**src/rtl/cordic_scheduler.sv**
```systemverilog
// Time-shares one iterative 8-bit CORDIC core among N_CH phase-accumulator
// channels. Ticks advance the enabled accumulators and mark them pending;
// pending channels are granted round-robin, one rotation per grant, and
// each result is latched into that channel's sin/cos registers.
module cordic_scheduler #(
  parameter int N_CH    = 2,
  parameter int PHASE_W = 16,
  parameter int TIMEOUT = 15
) (
  input  logic                    clk_i,
  input  logic                    rst_i,
  input  logic                    sample_tick_i,
  input  logic [N_CH-1:0]         enable_i,
  input  logic [N_CH*PHASE_W-1:0] phase_inc_i,
  input  logic [N_CH*8-1:0]       amp_i,
  output logic                    cordic_strb_o,
  output logic [7:0]              cordic_X_o,
  output logic [7:0]              cordic_Y_o,
  output logic [7:0]              cordic_Z_o,
  input  logic                    cordic_strb_i,
  input  logic [7:0]              cordic_X_i,
  input  logic [7:0]              cordic_Y_i,
  output logic [N_CH*8-1:0]       sin_o,
  output logic [N_CH*8-1:0]       cos_o,
  output logic [N_CH-1:0]         sample_valid_o,
  output logic                    busy_o,
  output logic                    overrun_o,
  output logic                    timeout_o
);

  localparam int          GW     = (N_CH > 1) ? $clog2(N_CH) : 1;
  localparam int          TW     = $clog2(TIMEOUT);
  localparam int unsigned NCH_U  = N_CH;
  localparam logic [TW-1:0] TMAX = TW'(TIMEOUT - 1);

  typedef enum logic [1:0] {S_IDLE, S_ISSUE, S_WAIT} state_t;

  state_t              state, state_next;
  logic [PHASE_W-1:0]  acc [N_CH];
  logic [N_CH-1:0]     pending;
  logic [GW-1:0]       grant, last_grant, scan_grant, cand;
  logic                scan_hit;
  logic [7:0]          sel_amp, sel_z;
  logic [TW-1:0]       timer;
  logic                done_hit, timeout_hit;
  logic [N_CH-1:0]     clr_vec, deliver_vec, ovr_vec;

  // The rotation never uses a Y operand.
  assign cordic_Y_o = '0;

  // Round-robin search for the next pending channel after last_grant,
  // plus the operand mux for whichever channel that search picks.
  always_comb begin
    scan_hit   = 1'b0;
    scan_grant = '0;
    cand       = '0;
    sel_amp    = '0;
    sel_z      = '0;
    for (int unsigned i = 1; i <= NCH_U; i++) begin
      cand = GW'((32'(last_grant) + i) % NCH_U);
      if (!scan_hit && pending[cand]) begin
        scan_hit   = 1'b1;
        scan_grant = cand;
      end
    end
    for (int unsigned ch = 0; ch < NCH_U; ch++) begin
      if (GW'(ch) == scan_grant) begin
        sel_amp = amp_i[ch*8 +: 8];
        sel_z   = acc[ch][PHASE_W-1 -: 8];
      end
    end
  end

  // FSM next-state logic with completion and abort qualifiers.
  always_comb begin
    state_next  = state;
    done_hit    = 1'b0;
    timeout_hit = 1'b0;
    case (state)
      S_IDLE:  if (scan_hit) state_next = S_ISSUE;
      S_ISSUE: state_next = S_WAIT;
      S_WAIT: begin
        if (cordic_strb_i) begin
          done_hit   = 1'b1;
          state_next = S_IDLE;
        end else if (timer == TMAX) begin
          timeout_hit = 1'b1;
          state_next  = S_IDLE;
        end
      end
      default: state_next = S_IDLE;
    endcase
  end

  // Per-channel qualifiers: pending clear on issue, result delivery, overrun.
  always_comb begin
    clr_vec     = '0;
    deliver_vec = '0;
    ovr_vec     = '0;
    for (int unsigned ch = 0; ch < NCH_U; ch++) begin
      clr_vec[ch]     = (state == S_ISSUE) && (grant == GW'(ch));
      deliver_vec[ch] = done_hit && (grant == GW'(ch)) && enable_i[ch];
      // A tick landing on the channel being issued re-arms it without
      // counting as an overrun.
      ovr_vec[ch]     = sample_tick_i && enable_i[ch] && pending[ch] && !clr_vec[ch];
    end
  end

  // FSM state register.
  always_ff @(posedge clk_i or posedge rst_i) begin
    if (rst_i) state <= S_IDLE;
    else       state <= state_next;
  end

  // Grant bookkeeping, registered operands/strobe, WAIT timer, timeout flag.
  always_ff @(posedge clk_i or posedge rst_i) begin
    if (rst_i) begin
      grant         <= '0;
      last_grant    <= GW'(N_CH - 1);
      timer         <= '0;
      cordic_strb_o <= 1'b0;
      busy_o        <= 1'b0;
      cordic_X_o    <= '0;
      cordic_Z_o    <= '0;
      timeout_o     <= 1'b0;
    end else begin
      cordic_strb_o <= (state_next == S_ISSUE);
      busy_o        <= (state_next != S_IDLE);
      if (state == S_IDLE && scan_hit) begin
        grant      <= scan_grant;
        cordic_X_o <= sel_amp;
        cordic_Z_o <= sel_z;
      end
      if (state == S_ISSUE) begin
        last_grant <= grant;
        timer      <= '0;
      end else if (state == S_WAIT) begin
        timer <= timer + 1'b1;
      end
      if (timeout_hit) timeout_o <= 1'b1;
    end
  end

  // Phase accumulators, pending flags, result latches and overrun flag.
  always_ff @(posedge clk_i or posedge rst_i) begin
    if (rst_i) begin
      for (int unsigned ch = 0; ch < NCH_U; ch++) acc[ch] <= '0;
      pending        <= '0;
      sin_o          <= '0;
      cos_o          <= '0;
      sample_valid_o <= '0;
      overrun_o      <= 1'b0;
    end else begin
      sample_valid_o <= deliver_vec;
      if (|ovr_vec) overrun_o <= 1'b1;
      for (int unsigned ch = 0; ch < NCH_U; ch++) begin
        if (deliver_vec[ch]) begin
          sin_o[ch*8 +: 8] <= cordic_Y_i;
          cos_o[ch*8 +: 8] <= cordic_X_i;
        end
        if (!enable_i[ch]) begin
          acc[ch]     <= '0;
          pending[ch] <= 1'b0;
        end else if (sample_tick_i) begin
          acc[ch]     <= acc[ch] + phase_inc_i[ch*PHASE_W +: PHASE_W];
          pending[ch] <= 1'b1;
        end else if (clr_vec[ch]) begin
          pending[ch] <= 1'b0;
        end
      end
    end
  end

endmodule

```
**config.mk**
```make
export PLATFORM = sky130hd
export DESIGN_NAME = cordic_scheduler
export DESIGN_NICKNAME = d
export VERILOG_FILES = /design/src/rtl/cordic_scheduler.sv
export SDC_FILE = /design/constraint.sdc
export NUM_CORES = 1
export LEC_CHECK = 0
export BUFFER_PORTS_ARGS = -buffer_cell sky130_fd_sc_hd__buf_2
export CAP_MARGIN = 30
export CORE_UTILIZATION = 30
export DETAILED_ROUTE_END_ITERATION = 10
export PLACE_DENSITY = 0.49
export SLEW_MARGIN = 20
export SYNTH_ARGS = -nofsm -noshare
export SYNTH_HDL_FRONTEND = slang
export SYNTH_SLANG_ARGS = --single-unit
```
**constraint.sdc**
```tcl
create_clock -name clk_i -period 4.35 [get_ports clk_i]
set_input_delay 0.2175 -clock clk_i [delete_from_list [all_inputs] [get_ports clk_i]]
set_output_delay 0.2175 -clock clk_i [all_outputs]
set_load 0.02 [all_outputs]
```
## Word level (Yosys, flattened, before mapping)

Index checks and enable logic that the tools add are counted.

| cells by class | value |
|---|---|
| magnitude comparators | 2 |
| mux-type cells | 31 |
| equality and inequality tests | 8 |
| reductions and logical operators | 21 |
| bitwise gates (word level) | 1 |
| $add $sub $neg | 5 |

Operators by type and width:

| cell | count |
|---|---|
| $mux 16 | 4 |
| $add 16x16->16 | 2 |
| $mux 1 | 19 |
| $mux 8 | 2 |
| $logic_and 1x1->1 | 14 |
| $mux 4 | 2 |
| $mux 2 | 3 |
| $ne 3x2->1 const B | 2 |
| $pmux 2 s3 | 1 |
| $add 4x1->4 const B | 1 |
| $eq 2x1->1 const B | 2 |
| $eq 4x4->1 const B | 1 |
| $lt 1x2->1 const B | 2 |
| $ne 2x2->1 const B | 2 |
| $reduce_bool 2->1 | 2 |
| $logic_not 1->1 | 3 |
| $add 1x1->1 const B | 2 |
| $eq 2x2->1 const B | 1 |
| $logic_not 2->1 | 1 |
| $reduce_or 2->1 | 1 |
| $not 1->1 | 1 |

| storage, ports and cells | value |
|---|---|
| logic and storage cells | 87 |
| bits in registers | 96 |

## Logic depth before layout (Yosys ltp)

| logic depth | value |
|---|---|
| depth after elaboration | 10 |
| depth in mapped cells | 10 |
| mapped depth without buffers | 10 |

## Worst setup path after synthesis

No wires, ideal clock.

| timing | value |
|---|---|
| kind | register to register |
| start point | register acc[0] (netlist bit) |
| end point | register acc[14] (netlist bit) |
| setup slack | 2.133 ns |
| data required time | 4.207 ns |
| library setup time | 0.143 ns |
| cell stages (with the launch flop) | 11 |
| buffers on the path | 0 |
| arrival time | 2.075 ns |
| cells stage by stage | dfrtp_1 > ha_1 > inv_1 > fa_1 > and2b_1 > o31a_1 > o31ai_4 > o31ai_1 > a31oi_1 > nand4_1 > o221ai_1 |

| on the way | value |
|---|---|
| longest elaborated chain between the ends | 3 |

RTL lines:

| item | line | text |
|---|---|---|
| from (decl) | 39 | `logic [PHASE_W-1:0] acc [N_CH];` |
| from (signal, indexed assignment) | 165 | `acc[ch] <= acc[ch] + phase_inc_i[ch*PHASE_W +: PHASE_W];` |
| $add 16x16->16 | 165 |  |
| $mux 16 | 164 | `end else if (sample_tick_i) begin` |
| $mux 16 | 161 | `if (!enable_i[ch]) begin` |

No other way between the ends. The select of a mux whose other input is x is not followed.
A chain may end at the register's enable or synchronous reset.

## Final worst setup path

Same ends and word-level chain as after synthesis.

==> qor.yml <==
synthesis:
  synth_compound_area_share_pct: 16.6
  synth_warnings: 0
  synth_ff_type: "dfrtp_1"
  yosys.area_share.simple_pct: 18.8
  syn_inst: 588
  ys_seq_elements: 96
  syn-cell-area_mm2: 0.00548
  synth_area_leaders: "dfrtp_1 (43%), nand2_1 (9.7%), ha_1 (8.2%)"
  synth_xor_area_share_pct: 2.56
  synth_fa_ha_area_share_pct: 8.96
  async_flop_share_pct: 100
  yosysMostFrequentCell: "nand2_1"
  netlist-cell-type-count: 62
  synth_commonest_cells: "nand2_1 (142), dfrtp_1 (95), ha_1 (36)"
  yosysSeqAreaShare_pct: 43.9
  synthMuxAreaShare_pct: 5.12
  synth_edf_count: 0
  synth_top_cell_by_area: "dfrtp_1"
  synth_top_family_by_area: "simple AND/OR/NAND/NOR gates"
  synth_top_area_share_pct: 43.4
  synth_area_per_cell_um2: 9.31
setup_path:
  startpoint_type: "flip-flop"
  criticalPathCategory: "flip-flop to flip-flop"
  cp-end-kind: "flip-flop"
  required_ns: 4.55
  arrival_ns: 2.69
  path_max_fanout: 4
pwr:
  leakage_nw: 3.35
  ir_worst_vdd_mv: 0.270
  powerDensity_mw_per_mm2: 528
  power_mw: 3.50
route:
  routedWlPerCell_um: 14.2
  ant_nets: 0
  wl_mm: 13.3
  num_vias: 4502
  vias_per_cell: 4.78
  dr.pass1.iters: 6
  drt_iter0_markers: 139
  drc: 0
grt:
  grt_pass1_wl_mm: 21.1
  grt_pass1_vias: 4201
  overflow: 0
  grtUsageTotal_pct: 14.5
  grt_start_max_net_pins: 60
  antenna_found_initial: 1
timing:
  tns_ns: 0
  hold_viol: 2
  max_slew_margin_pct: 49.1
  worstMarginPinSlew_ns: 0.763
  period_share_pct: 57.3
  fin_crit_ns: 2.49
  maxSlewViolCount: 0
  fin_ws_ns: 1.86
  rsz0062_at_grt: "no"
  finalSetupViolations: 0
  holdWs_ns: -0.0104
  finClkSkew_ns: 0.00679
  fmax_mhz: 401
run_status:
  status: "finished, violations left"
  violations: "negative hold slack"
die:
  dieArea_mm2: 0.0188
  die_w_um: 137
  rows: 49
  floorplan.initialDensity_pct: 30.6
  core_area_mm2: 0.0179
  ios: 132
  die_height_um: 137
clock_network:
  cts_tree: "done"
  clk_pin_slew_ns: 0.07
  cts_resized: 0
  postCtsSetupBuffers: 0
  cts-buffers-inserted: 9
  clk_path_buf_depth: 2
  clock_latency_ns: 0.35
  cts_hold_repair.buffers: 0
  cts_sinks: 96
  htree_levels: 3
  root_buffer: "clkbuf_16"
cells_and_area:
  n_fill_cell: 1876
  fin_area_mm2: 0.00662
  area_growth_pct: 20.8
  diodes: 0
  multi_input_area_mm2: 0.00288
  layout-drive-gt1-share_pct: 22.9
  seqCellArea_mm2: 0.00240
  nNetsFinal: 816
min_path:
  hold_path.class: "input port to async pin"
flow_run:
  maxCapViolations: 0
place:
  numPortBuffers: 123
  place_area_mm2: 0.00632
  place_ws_ns: 1.87
  hpwl_mm: 9.69
  place_congestion: 0.808
==> through the flow <==
step / util, % / instances
after floorplan: - / 595
after global placement: 35.2 / 925
after detailed placement: 35.3 / 926
after CTS: 37.0 / 942
after global routing: 37.0 / 942
final: 37.0 / 942
==> critical path, stage by stage (launching register included) <==
cell	delay, ns
dfrtp_1	0.36
ha_1	0.22
inv_1	0.07
fa_1	0.37
and2b_1	0.24
o31a_1	0.22
o31ai_4	0.10
o31ai_1	0.39
a31oi_1	0.16
nand4_1	0.11
o221ai_1	0.11
==> cell families after synthesis <==
| group | after synthesis |
|---|---|
| flops | 96 |
| fa+ha+maj | 38 |
| other cells | 1 |
| compound gates | 134 |
| mux | 28 |
| buf+inv | 48 |
| xor+xnor | 16 |
| simple gates | 227 |
==> worst paths after layout <==
| path | startpoint | endpoint | slack (ns) | cells after the start |
|---|---|---|---|---|
| max | acc[0] | acc[14] | 1.86 | 10 |
| max in group asynchronous | rst_i | timer[0] | 3.36 | 3 |
| min | rst_i | cos_o[9] | -0.01 | 2 |
| min reg2reg | cos_o[1] | cos_o[1] | 0.47 | 2 |
| max reg2reg | acc[0] | acc[14] | 1.86 | 10 |
| min in group clk_i | cordic_X_i[6] | cos_o[6] | 0.07 | 3 |
==> registers in the layout, indices dropped and copies added (netlist names), 2 cells and up <==
register	flops
cordic_Z_o	8
acc	32
state	2
sample_valid_o	2
cordic_X_o	8
timer	4
cos_o	16
pending	2
sin_o	16
==> report_power, final <==
group,internal (mW),switching [mW],total [mW]
combinational,0.514,0.839,1.35
clock,0.448,0.360,0.808
sequential,1.17,0.166,1.34
total,2.13,1.37,3.50
==> layer usage <==
metal	GRT usage, %	routed length [µm]	vias to the layer above
li1	-	-	2259
met1	19.5	6260	2118
met2	22.8	6240	109
met3	3.85	623	14
met4	3.79	193	2
met5	0	10	-
==> cells in the final DEF (no fill, tap or decap), types with 4 or more instances in the layout <==
master       n
o21a_1      14
conb_1       8
buf_4        5
nand2b_1     9
nand3_1     11
o21ai_0     31
nor2b_1     21
xnor2_1      5
o21bai_1     4
buf_2      123
a211oi_1     7
xor2_1      11
nor2_1      16
or3_1        5
dfrtp_1     95
o21ai_1     11
mux2i_1     28
nor3_1       8
inv_1       17
a21oi_1     23
nand2_1    142
a21o_1       5
ha_1        36
o22ai_1      8
clkbuf_16    9
==> area by class of cell <==
class                      count  share of cell area [%]
inverter                      21                    1.23
tap                          229                    4.33
clock inverter                 6                    1.02
sequential                    96                    36.3
clock buffer                  10                    3.46
multi-input combinational    451                    43.6
timing repair buffer         129                    10.0
Power figures use the tool's default switching activity.
